## config.mk

```make
export PLATFORM = sky130hd
export DESIGN_NAME = de_acelp_param
export DESIGN_NICKNAME = d
export VERILOG_FILES = /design/src/rtl/de_acelp_param.sv
export SDC_FILE = /design/constraint.sdc
export NUM_CORES = 1
export LEC_CHECK = 0
export ABC_AREA = 1
export BUFFER_PORTS_ARGS = -buffer_cell sky130_fd_sc_hd__buf_2
export CAP_MARGIN = 10
export CORE_MARGIN = 2
export CORE_UTILIZATION = 55
export DETAILED_ROUTE_END_ITERATION = 8
export GPL_TIMING_DRIVEN = 1
export MAX_ROUTING_LAYER = met4
export PLACE_DENSITY = 0.88
export SYNTH_ARGS = -nofsm -noshare
export SYNTH_HDL_FRONTEND = slang
export SYNTH_SLANG_ARGS = --single-unit
export TNS_END_PERCENT = 50
```

## constraint.sdc

```tcl
create_clock -name clk -period 6.5 [get_ports clk]
set_input_delay 0.325 -clock clk [delete_from_list [all_inputs] [get_ports clk]]
set_output_delay 0.325 -clock clk [all_outputs]
set_load 0.05 [all_outputs]
```

## src/rtl/de_acelp_param.sv

```systemverilog
// Parametrised ACELP fixed-codebook pulse decoder: unpacks pulse positions and signs,
// then streams the summed, saturated code vector into scratch memory.
module de_acelp_param #(
  parameter int unsigned L_SUBFR   = 40,
  parameter int unsigned NB_PULSE  = 4,
  parameter int unsigned POS_BITS  = 3,
  parameter int unsigned STEP      = 5,
  parameter int unsigned TRACK_OFS = 1,
  parameter int unsigned JIT_EN    = 1,
  parameter logic [11:0] COD_BASE  = 12'h000
) (
  input  logic        clk,
  input  logic        reset,
  input  logic        start,
  input  logic [31:0] index_in,
  input  logic [31:0] sign_in,
  output logic        done,
  output logic [11:0] cod_addr,
  output logic [31:0] cod_data,
  output logic        cod_we,
  output logic        pos_err
);

  typedef enum logic [1:0] {StIdle, StDecode, StWrite, StDone} state_e;

  localparam logic [31:0] PosMask = (32'd1 << POS_BITS) - 32'd1;
  // Modulo keeps the select legal when no jitter bit exists above the fields.
  localparam int unsigned JitBit = (NB_PULSE * POS_BITS) % 32;
  localparam logic signed [19:0] AmpPos = 20'sd8191;
  localparam logic signed [19:0] AmpNeg = -20'sd8192;

  state_e                      state_q, state_d;
  logic                        start_prev_q;
  logic [6:0]                  cnt_q, cnt_d;
  logic [31:0]                 index_q, index_d;
  logic [31:0]                 sign_q, sign_d;
  logic [NB_PULSE-1:0][6:0]    pos_q, pos_d;
  logic [NB_PULSE-1:0]         valid_q, valid_d;
  logic                        done_d, we_d, err_d;
  logic [11:0]                 addr_d;
  logic [31:0]                 data_d;

  logic [31:0]        field, pos_calc;
  logic               is_last, jit;
  logic signed [19:0] acc;
  logic [15:0]        sat16;

  always_comb begin
    field    = (index_q >> (32'(cnt_q) * POS_BITS)) & PosMask;
    is_last  = (32'(cnt_q) == NB_PULSE - 1);
    jit      = (JIT_EN != 0) && is_last && index_q[JitBit];
    pos_calc = field * STEP + 32'(cnt_q) * TRACK_OFS + 32'(jit);
  end

  // Collision sum for the sample currently being written.
  always_comb begin
    acc = '0;
    for (int k = 0; k < NB_PULSE; k++) begin
      if (valid_q[k] && (pos_q[k] == cnt_q)) begin
        acc = acc + (sign_q[k] ? AmpPos : AmpNeg);
      end
    end
    if (acc > 20'sd32767) begin
      sat16 = 16'h7fff;
    end else if (acc < -20'sd32768) begin
      sat16 = 16'h8000;
    end else begin
      sat16 = acc[15:0];
    end
  end

  always_comb begin
    state_d = state_q;
    cnt_d   = cnt_q;
    index_d = index_q;
    sign_d  = sign_q;
    pos_d   = pos_q;
    valid_d = valid_q;
    err_d   = pos_err;
    done_d  = 1'b0;
    we_d    = 1'b0;
    addr_d  = cod_addr;
    data_d  = cod_data;
    unique case (state_q)
      StIdle: begin
        if (start && !start_prev_q) begin
          index_d = index_in;
          sign_d  = sign_in;
          pos_d   = '0;
          valid_d = '0;
          err_d   = 1'b0;
          cnt_d   = '0;
          state_d = StDecode;
        end
      end
      StDecode: begin
        for (int k = 0; k < NB_PULSE; k++) begin
          if (cnt_q == 7'(k)) begin
            if (pos_calc < L_SUBFR) begin
              valid_d[k] = 1'b1;
              pos_d[k]   = pos_calc[6:0];
            end else begin
              err_d = 1'b1;
            end
          end
        end
        if (is_last) begin
          cnt_d   = '0;
          state_d = StWrite;
        end else begin
          cnt_d = cnt_q + 7'd1;
        end
      end
      StWrite: begin
        we_d   = 1'b1;
        addr_d = COD_BASE + 12'(cnt_q);
        data_d = {{16{sat16[15]}}, sat16};
        if (cnt_q == 7'(L_SUBFR - 1)) begin
          state_d = StDone;
        end else begin
          cnt_d = cnt_q + 7'd1;
        end
      end
      StDone: begin
        done_d  = 1'b1;
        state_d = StIdle;
      end
      default: state_d = StIdle;
    endcase
  end

  always_ff @(posedge clk) begin
    if (reset) begin
      state_q      <= StIdle;
      start_prev_q <= 1'b0;
      cnt_q        <= '0;
      index_q      <= '0;
      sign_q       <= '0;
      pos_q        <= '0;
      valid_q      <= '0;
      done         <= 1'b0;
      cod_we       <= 1'b0;
      cod_addr     <= '0;
      cod_data     <= '0;
      pos_err      <= 1'b0;
    end else begin
      state_q      <= state_d;
      start_prev_q <= start;
      cnt_q        <= cnt_d;
      index_q      <= index_d;
      sign_q       <= sign_d;
      pos_q        <= pos_d;
      valid_q      <= valid_d;
      done         <= done_d;
      cod_we       <= we_d;
      cod_addr     <= addr_d;
      cod_data     <= data_d;
      pos_err      <= err_d;
    end
  end

endmodule

```

==> results.txt, run 1 <==
number of I/O pins = 114
Max-slew headroom = 30.31%
area share of the largest cell type after synthesis = 27.05%
Vias = 7757
first-pass GRT wire length = 33.15 mm
Die H = 122.3 um
share of layout cells above drive strength 1 = 13.84%
Worst setup SP type = flip-flop
vias in the first global route = 7205
setup TNS = 0 ps
CP max FO = 8
Final Cell Area = 8437 um^2
largest net degree at the start of global routing = 85
Slew Viols, Final = 0
CTS tree = done
Core Util, Final = 61.26%
maximum clock rate = 0.1675 GHz
most frequent cells in the layout = nand2_1, inv_1, o21ai_0, nor2_1, a21oi_1
Power Total = 4.543 mW
CTS buffer count = 9
DP HPWL = 14.85 mm
CP endpoint kind = flip-flop
Max Cap Violations = 0
CP most frequent cell = nand2_1
Post-Syn Instances = 1153
Leak Pwr = 4.204 nW
clk buf depth = 2
cell row count = 43
area leader, netlist = dfxtp_1
Final Cycle Share = 91.83%
Starting Density = 55.89%
clock latency on the worst-skew pair = 360 ps
initial antenna violation count = 0
# clock sinks = 104
Distinct cells, synth = 49
number of synthesized flops with an enable pin = 0
Via density = 5.593
post-synthesis cell area = 7697 um^2
Hold Path Class = in -> reg
Synth Flop Type = dfxtp_1
WL per Instance = 14.91 um
gpl congestion = 0.9386
outcome = finished, final reports clean
Hold Vio Cnt, Final = 0
Critical Path RT = 6800 ps
Crit Path Class = reg -> reg
Total GRT Usage = 28.51%
origin of the critical flop-to-flop path = cnt_q[5]
Area contributors post-synth = dfxtp_1, nand2_1, ha_1, o21ai_0, a21oi_1
Peak VDD IR = 410.6 uV
H-tree depth = 3
Slew @ Worst Pin = 1034 ps
Avg Inst Size Synth = 6.676 um^2
instance area after placement = 8088 um^2
Die Wd = 122.3 um
clock root cell = clkbuf_16
core box area = 13770 um^2
clk slew on worst S/H paths = 80 ps
Initial DRC Count = 769
Critical-path top delay cell = fa_1
min cycle time layout = 5969 ps
WL final = 20.69 mm
ANT nets after route = 0
I/O Buffers = 80
# DRC = 0
fin nets = 1335
Arrival @ worst endpoint = 6270 ps
hold_ws = 182.1 ps
biggest cell delay along the critical path = 440 ps
Clock Skew = 10.11 ps
async set-reset flop share out of synthesis = 0%
sequential fraction of the synthesis area = 27.05%
RSZ-0062 raised after global routing = false
synth warn = 0
drt first pass iters = 6
endpoints failing setup = 0
Seq cells post-synth = 104
worst reg2reg path depth = 39
R2R Path End = cod_data[2]
most common cell after layout, fill and taps aside = nand2_1
Hold Path Stages = 3
hold buffers post-CTS = 0
hold path endpoint = index_q[4]
die area = 14960 um^2
global route overflow = 0
pwr dens = 538.5 nW/um^2
Area Overhead vs Synth = 9.607%
antenna diode count = 0
r2r setup slk = 530 ps
hold_sp = index_in[4]
-- metrics by stage --
step | cells | worst slack, ps
2_1_floorplan | 1158 | 1269
3_3_place_gp | 1370 | 565.3
3_5_place_dp | 1370 | 424.8
4_1_cts | 1386 | 415.3
5_1_grt | 1387 | 6.462
6_report | 1387 | 530.9
-- routing by layer --
metal	global-route usage [%]	routed length, um	vias to the layer above
li1	-	-	3819
met1	34.17	8451	3551
met2	47.43	9981	319
met3	4.693	1449	68
met4	12.14	803	0
met5	-	0	-
-- cell usage after synthesis, types with 2 or more instances --
| cell type | count |
|---|---|
| clkbuf_1 | 30 |
| inv_1 | 149 |
| o21ai_1 | 5 |
| nor2_2 | 3 |
| ha_1 | 53 |
| buf_2 | 3 |
| a211oi_1 | 2 |
| nand2_4 | 4 |
| a31oi_1 | 7 |
| xor2_1 | 10 |
| o21ai_0 | 121 |
| inv_2 | 7 |
| xnor2_1 | 12 |
| o22ai_1 | 3 |
| nand2_2 | 3 |
| o2111ai_1 | 5 |
| nor2_1 | 117 |
| or2_2 | 6 |
| fa_1 | 13 |
| dfxtp_1 | 104 |
| nand2_1 | 234 |
| a21oi_2 | 11 |
| a21o_1 | 3 |
| buf_4 | 25 |
| inv_4 | 2 |
| nor3_1 | 10 |
| a21oi_1 | 112 |
| o211ai_1 | 2 |
| o221ai_1 | 2 |
| nand4_1 | 11 |
| buf_6 | 7 |
| nand3_2 | 2 |
| nand3_1 | 53 |
| o21bai_1 | 5 |
| o21a_1 | 2 |
| nor4_1 | 2 |
-- where the power goes --
group	internal [mW]	switching [mW]	leakage [nW]
sequential	0.815	0.104	0.856
clock	0.285	0.261	0.148
combinational	0.955	2.12	3.20
total	2.05	2.49	4.20
-- worst max-delay path: cells and delay by family (launching register included) --
| kind | cells | cell delay (ps) |
|---|---|---|
| AND/OR/NAND/NOR | 20 | 2040 |
| adder cells (fa/ha/maj) | 6 | 1960 |
| AO/OA/AOI/OAI | 6 | 860 |
| buffers and inverters | 7 | 680 |
| flip-flops | 1 | 340 |
-- area by class of cell --
class                      count  area [um^2]
clock inverter                 5        38.79
clock buffer                  11        252.7
fill                        1233         5336
tap                          180        225.2
inverter                     158        598.1
timing repair buffer          97        540.5
multi-input combinational    832         4697
sequential                   104         2085
-- registers in the layout (all words and copies together) (netlist names), 2 cells and up --
name      count
cnt_q         7
valid_q       4
state_q       2
cod_data     16
cod_addr      7
index_q      32
pos_q        28
sign_q        4
-- repair_timing --
| action | 4_1_cts | 5_1_grt |
|---|---|---|
| buffers inserted | 0 | 0 |
| resized for setup | 0 | 11 |
| endpoints found under the setup margin | 0 | 16 |
-- logic make-up (layout without fill, tap and decap cells) --
| family | count (synthesis) | after routing | share of synthesized area (%) |
|---|---|---|---|
| AND/OR/NAND/NOR | 451 | 452 | 24.92 |
| buffers and inverters | 223 | 271 | 12.89 |
| adder cells (fa/ha/maj) | 66 | 66 | 12.00 |
| AO/OA/AOI/OAI | 285 | 285 | 20.38 |
| XOR/XNOR | 23 | 23 | 2.715 |
| other | 1 | 6 | 0.04872 |
| flip-flops | 104 | 104 | 27.05 |
-- how the worst max path moves through the flow --
stage / startpoint / to / slack (ps) / cells past startpoint
floorplan: cnt_q[2] / cod_data[0] / 1270 / 34
global placement: cnt_q[1] / cod_data[9] / 570 / 34
detailed placement: cnt_q[1] / cod_data[2] / 420 / 34
CTS: cnt_q[1] / cod_data[11] / 420 / 34
global route: cnt_q[5] / cod_data[2] / 6 / 39
finish: cnt_q[5] / cod_data[2] / 530 / 39
(Power assumes the default switching activity.)
==> run 2, diff against run 1 <==
--- a/config.mk
+++ b/config.mk
@@ -9,11 +9,10 @@
 export BUFFER_PORTS_ARGS = -buffer_cell sky130_fd_sc_hd__buf_2
 export CAP_MARGIN = 10
 export CORE_MARGIN = 2
-export CORE_UTILIZATION = 55
+export CORE_UTILIZATION = 50
 export DETAILED_ROUTE_END_ITERATION = 8
 export GPL_TIMING_DRIVEN = 1
-export MAX_ROUTING_LAYER = met4
-export PLACE_DENSITY = 0.88
+export PLACE_DENSITY = 0.82
 export SYNTH_ARGS = -nofsm -noshare
 export SYNTH_HDL_FRONTEND = slang
 export SYNTH_SLANG_ARGS = --single-unit
==> run 2 against run 1 <==
  * Fmax fell by 1.5%
  * Global-route usage fell by 3.7 points
  * Core utilization fell by 5.5 points
  * Cell count rose by 0.65%
  * Clock power rose by 5.1%
  * Wire length fell by 3.8%
  * Critical endpoint is now cod_data[3]
==> results.txt, run 2 (synthesized netlist as in run 1, its figures left out) <==
# DRC = 0 (unchanged)
Crit Path Class = reg -> reg
biggest cell delay along the critical path = 510 ps (+70 ps)
Peak VDD IR = 353.0 uV (-14%)
Final Cycle Share = 93.23% (+1.4 points)
ANT nets after route = 0 (unchanged)
most frequent cells in the layout = nand2_1, inv_1, o21ai_0, nor2_1, a21oi_1
P_sw = 2.438 mW (-2.0%)
setup TNS = 0 ps (unchanged)
H-tree depth = 3 (unchanged)
area of the multi-input gates = 4669 um^2 (-0.59%)
initial antenna violation count = 0 (unchanged)
Max-slew headroom = 19.52% (-11 points)
hold_sp = index_in[3]
Worst setup SP type = flip-flop
clock root cell = clkbuf_16
# clock sinks = 104 (unchanged)
drt first pass iters = 5 (-1)
Hold Path Class = in -> reg
Slew @ Worst Pin = 1195 ps (+160.2 ps)
Largest Register = index_q
Via density = 5.412 (-3.2%)
R2R Path End = cod_data[3]
clk slew on worst S/H paths = 70 ps (about the same)
outcome = finished, final reports clean
WL per Instance = 14.25 um (-4.4%)
Vias = 7555 (-2.6%)
Area Overhead vs Synth = 9.672% (about the same)
CTS buffer count = 9 (unchanged)
biggest regs = index_q (32), pos_q (28), cod_data (16)
r2r setup slk = 440 ps (-90 ps)
Net Sw Frac = 54.11% (-0.66 points)
RSZ-0062 raised after global routing = false
CP max FO = 15 (+7)
cell row count = 45 (+4.7%)
WL final = 19.90 mm (-3.8%)
maximum clock rate = 0.1650 GHz (-1.5%)
vias in the first global route = 6928 (-3.8%)
largest net degree at the start of global routing = 85 (unchanged)
Initial DRC Count = 564 (-27%)
Fill cells = 1457 (+18%)
first-pass GRT wire length = 32.97 mm (-0.56%)
Clock Skew = 7.482 ps (-2.629 ps)
core box area = 15150 um^2 (+10%)
Die H = 128.1 um (+4.7%)
Critical Path RT = 6740 ps (-60 ps)
CP most frequent cell = nand2_1
Clock Power Share = 12.7% (+0.7 points)
Hold Vio Cnt, Final = 0 (unchanged)
most common cell after layout, fill and taps aside = nand2_1
I/O Buffers = 80 (unchanged)
Starting Density = 50.82% (-5.1 points)
clk buf depth = 2 (unchanged)
endpoints failing setup = 0 (unchanged)
hold buffers post-CTS = 0 (unchanged)
Hold Path Stages = 3 (unchanged)
CTS tree = done
DP HPWL = 14.60 mm (-1.7%)
Arrival @ worst endpoint = 6300 ps (+30 ps)
worst reg2reg path depth = 30 (-23%)
min cycle time layout = 6060 ps (+90.80 ps)
Power Total = 4.505 mW (-0.84%)
clock latency on the worst-skew pair = 360 ps (about the same)
max reg flops = 32 (unchanged)
global route overflow = 0 (unchanged)
CP endpoint kind = flip-flop
Critical-path top delay cell = dfxtp_1
Slew Viols, Final = 0 (unchanged)
Pint = 2.067 mW (+0.61%)
combinational share of power = 66.8% (-1.0 points)
pwr dens = 533.6 nW/um^2 (-0.90%)
hold path endpoint = index_q[3]
Total GRT Usage = 24.78% (-3.7 points)
antenna diode count = 0 (unchanged)
origin of the critical flop-to-flop path = cnt_q[1]
Max Cap Violations = 0 (unchanged)
Leak Pwr = 4.209 nW (+0.11%)
gpl congestion = 0.9434 (+0.51%)
die area = 16400 um^2 (+9.7%)
share of layout cells above drive strength 1 = 13.58% (-0.26 points)
Die Wd = 128.1 um (+4.7%)
Seq pwr share = 20.4% (+0.2 points)
number of I/O pins = 114 (unchanged)
fin nets = 1336 (+0.075%)
Reg area = 2082 um^2 (-0.12%)
-- run 2: final cells by class --
class                      instances  share of cell area (%)
timing repair buffer              99                   6.521
tap                              188                   2.786
sequential                       104                   24.66
clock inverter                     5                  0.7559
inverter                         158                   7.085
multi-input combinational        831                   55.31
clock buffer                      11                   2.875
-- run 2: repair_timing --
item / in CTS / in global routing
endpoints found under the setup margin: 0 / 15
setup buffers: 0 / 3
gates resized for setup: 0 / 8
-- run 2: through the flow --
stage	instance area [um^2]	utilization, %	worst slack [ps]	std cells	hold slack [ps]
final	8442	55.74	440.1	1396	186.1
after global routing	8442	55.74	37.36	1396	189.2
after CTS	8384	55.36	381.2	1393	181.6
after detailed placement	8078	53.33	415.4	1377	444.8
after global placement	8078	53.33	520.0	1377	437.8
after floorplan	7716	-	1269	1158	424.5
-- run 2: worst max path at each step --
stage,from,to,depth (start not counted)
after floorplan,cnt_q[2],cod_data[0],34
after global placement,cnt_q[1],cod_data[5],34
after detailed placement,cnt_q[1],cod_data[3],29
after CTS,cnt_q[1],cod_data[3],29
after global routing,cnt_q[1],cod_data[6],38
final,cnt_q[1],cod_data[3],30
-- run 2: critical path: cells and delay by family, from the launching register on --
kind,cells,cell delay (ps)
and+or+nand+nor,14,1620
buffers and inverters,5,570
DFF,1,510
AOI/OAI and AO/OA,5,1030
adders and majority gates,6,2170
-- run 2: routing by layer --
| metal | vias up | wire length [um] | track usage (%) |
|---|---|---|---|
| li1 | 3825 | - | - |
| met1 | 3474 | 9000 | 34.00 |
| met5 | - | 0 | 0 |
| met3 | 29 | 1300 | 4.007 |
| met4 | 0 | 309 | 6.852 |
| met2 | 227 | 9285 | 40.52 |
-- run 2: power by group through the flow --
stage | sequential [mW] | clock, mW | combinational [mW]
after global routing | 0.944 | 0.605 | 3.38
after floorplan | 1.12 | 0 | 2.19
after CTS | 0.920 | 0.579 | 2.95
final | 0.921 | 0.573 | 3.01
after detailed placement | 0.932 | 0 | 2.93
after global placement | 0.926 | 0 | 2.86
==> run 3, diff against run 2 <==
--- a/config.mk
+++ b/config.mk
@@ -8,11 +8,13 @@
 export ABC_AREA = 1
 export BUFFER_PORTS_ARGS = -buffer_cell sky130_fd_sc_hd__buf_2
 export CAP_MARGIN = 10
+export CELL_PAD_IN_SITES_DETAIL_PLACEMENT = 0
+export CELL_PAD_IN_SITES_GLOBAL_PLACEMENT = 1
 export CORE_MARGIN = 2
-export CORE_UTILIZATION = 50
+export CORE_UTILIZATION = 41
 export DETAILED_ROUTE_END_ITERATION = 8
 export GPL_TIMING_DRIVEN = 1
-export PLACE_DENSITY = 0.82
+export PLACE_DENSITY = 0.92
 export SYNTH_ARGS = -nofsm -noshare
 export SYNTH_HDL_FRONTEND = slang
 export SYNTH_SLANG_ARGS = --single-unit
==> run 3 against run 2 <==
  * Non-clock buffer count rose by 2
  * Core utilization fell by 10 points
  * Largest power group unchanged
  * Cell count rose by 3.4%
  * Combinational power barely moved
  * Sequential cell count did not move
  * Critical path depth rose by 4
  * Setup slack improved by 180 ps
  * Critical endpoint is now cod_data[11]
==> results.txt, run 3 (synthesized netlist as in run 1, its figures left out) <==
outcome = finished, final reports clean
most frequent cells in the layout = nand2_1, inv_1, o21ai_0, nor2_1, a21oi_1
Worst setup SP type = flip-flop
CTS tree = done
RSZ-0062 raised after global routing = false
hold buffers post-CTS = 0 (unchanged)
Leak Pwr = 4.214 nW (+0.12%)
clk buf depth = 2 (unchanged)
Seq pwr share = 20.4% (about the same)
CP endpoint = cod_data[11]
Slew Viols, Final = 0 (unchanged)
CP endpoint kind = flip-flop
vias in the first global route = 6728 (-2.9%)
CP most frequent cell = nand2_1
min cycle time layout = 5882 ps (-177.5 ps)
# DRC = 0 (unchanged)
clock latency on the worst-skew pair = 360 ps (about the same)
Initial DRC Count = 548 (-2.8%)
drt first pass iters = 5 (unchanged)
Peak VDD IR = 227.4 uV (-36%)
P_sw = 2.415 mW (-0.91%)
core box area = 18580 um^2 (+23%)
antenna diode count = 0 (unchanged)
Crit Path Class = reg -> reg
CP max FO = 15 (unchanged)
# clock sinks = 104 (unchanged)
instance area after placement = 8185 um^2 (+1.3%)
global route overflow = 0 (unchanged)
WL final = 20.79 mm (+4.5%)
Via density = 5.082 (-6.1%)
combinational share of power = 66.8% (about the same)
DP HPWL = 15.36 mm (+5.3%)
origin of the critical flop-to-flop path = cnt_q[1]
ANT nets after route = 0 (unchanged)
Area Overhead vs Synth = 10.37%
Fill cells = 1928 (+32%)
Hold Path Class = in -> reg
Arrival @ worst endpoint = 6130 ps (-170 ps)
initial antenna violation count = 0 (unchanged)
CTS buffer count = 9 (unchanged)
Slew @ Worst Pin = 987.5 ps (-207.1 ps)
crit path from = cnt_q[1]
I/O Buffers = 80 (unchanged)
Largest Register = index_q
Starting Density = 41.43% (-9.4 points)
Final Cycle Share = 90.50% (-2.7 points)
max reg flops = 32 (unchanged)
die area = 19890 um^2 (+21%)
worst reg2reg path depth = 34 (+13%)
fin nets = 1338 (+0.15%)
first-pass GRT wire length = 34.00 mm (+3.1%)
clk slew on worst S/H paths = 80 ps (about the same)
cell row count = 50 (+11%)
Hold Vio Cnt, Final = 0 (unchanged)
r2r setup slk = 620 ps (+180 ps)
Die Wd = 141.0 um (+10%)
Final Cell Area = 8496 um^2 (+0.64%)
H-tree depth = 3 (unchanged)
Max Cap Violations = 0 (unchanged)
largest net degree at the start of global routing = 84 (-1.2%)
Die H = 141.0 um (+10%)
Critical Path RT = 6750 ps (about the same)
maximum clock rate = 0.1700 GHz (+3.0%)
pwr dens = 528.2 nW/um^2 (-1.0%)
Total GRT Usage = 21.24% (-3.5 points)
Clock Skew = 11.49 ps (+4.003 ps)
number of I/O pins = 114 (unchanged)
WL per Instance = 14.40 um (+1.0%)
biggest cell delay along the critical path = 430 ps (-80 ps)
R2R Path End = cod_data[11]
Pint = 2.072 mW (+0.25%)
Critical-path top delay cell = fa_1
Net Sw Frac = 53.82% (-0.29 points)
biggest regs = index_q (32), pos_q (28), cod_data (16)
Setup Buffers After CTS = 0 (unchanged)
gpl congestion = 0.8796 (-6.8%)
most common cell after layout, fill and taps aside = nand2_1
Max-slew headroom = 33.47% (+14 points)
clock root cell = clkbuf_16
share of layout cells above drive strength 1 = 13.31% (-0.27 points)
Clock Power Share = 12.8% (about the same)
setup TNS = 0 ps (unchanged)
post-CTS resize count = 0 (unchanged)
Vias = 7338 (-2.9%)
endpoints failing setup = 0 (unchanged)
run 3: how the worst min path moves through the flow:
| stage | from | end | slack, ps | depth (start not counted) |
|---|---|---|---|---|
| after CTS | index_in[5] | index_q[5] | 180 | 3 |
| after global placement | valid_q[3] | valid_q[3] | 430 | 2 |
| after floorplan | index_q[30] | index_q[30] | 420 | 2 |
| after detailed placement | index_q[31] | index_q[31] | 450 | 2 |
| after global routing | index_in[9] | index_q[9] | 190 | 3 |
| final | index_in[4] | index_q[4] | 190 | 3 |
run 3: final cells by class:
| type | count | area [um^2] | share of cell area, % |
|---|---|---|---|
| inverters | 158 | 598.1 | 7.040 |
| well taps | 234 | 292.8 | 3.446 |
| multi-input cells | 831 | 4647 | 54.70 |
| clock inverters | 4 | 58.81 | 0.6922 |
| repair buffers | 101 | 570.5 | 6.716 |
| clock buffers | 12 | 246.5 | 2.901 |
| flip-flops and latches | 104 | 2082 | 24.51 |
run 3: worst max-delay path, delay by kind of cell (launching register included):
kind,cells,cell delay (ps)
AND/OR/NAND/NOR,17,2230
adder cells (fa/ha/maj),6,1880
AO/OA/AOI/OAI,4,550
buffers and inverters,6,490
flip-flops,1,420
XOR/XNOR,1,190
run 3: power groups by stage:
stage | Clock [mW] | Sequential, mW | Combinational [mW]
after floorplan | 0 | 1.12 | 2.19
after global placement | 0 | 0.922 | 2.95
after detailed placement | 0 | 0.927 | 2.97
after CTS | 0.589 | 0.914 | 2.99
after global routing | 0.612 | 0.936 | 3.38
final | 0.576 | 0.914 | 3.00
run 3: per-stage QoR:
stage               setup WS (ps)  util (%)  power (mW)  hold WS (ps)  instances
floorplan                    1269         -       3.312         424.5       1158
detailed placement          560.0     44.05       3.902         448.6       1428
global route                23.09     45.72       4.933         186.8       1444
CTS                         550.8     45.70       4.492         180.6       1444
finish                      617.6     45.72       4.488         189.1       1444
global placement            657.8     44.05       3.868         433.2       1428
run 3: per-layer routing:
| metal | routed length, um | global-route usage, % |
|---|---|---|
| met5 | 0 | 0 |
| met4 | 461 | 6.316 |
| met3 | 916 | 3.431 |
| met2 | 10050 | 35.74 |
| met1 | 9367 | 28.13 |
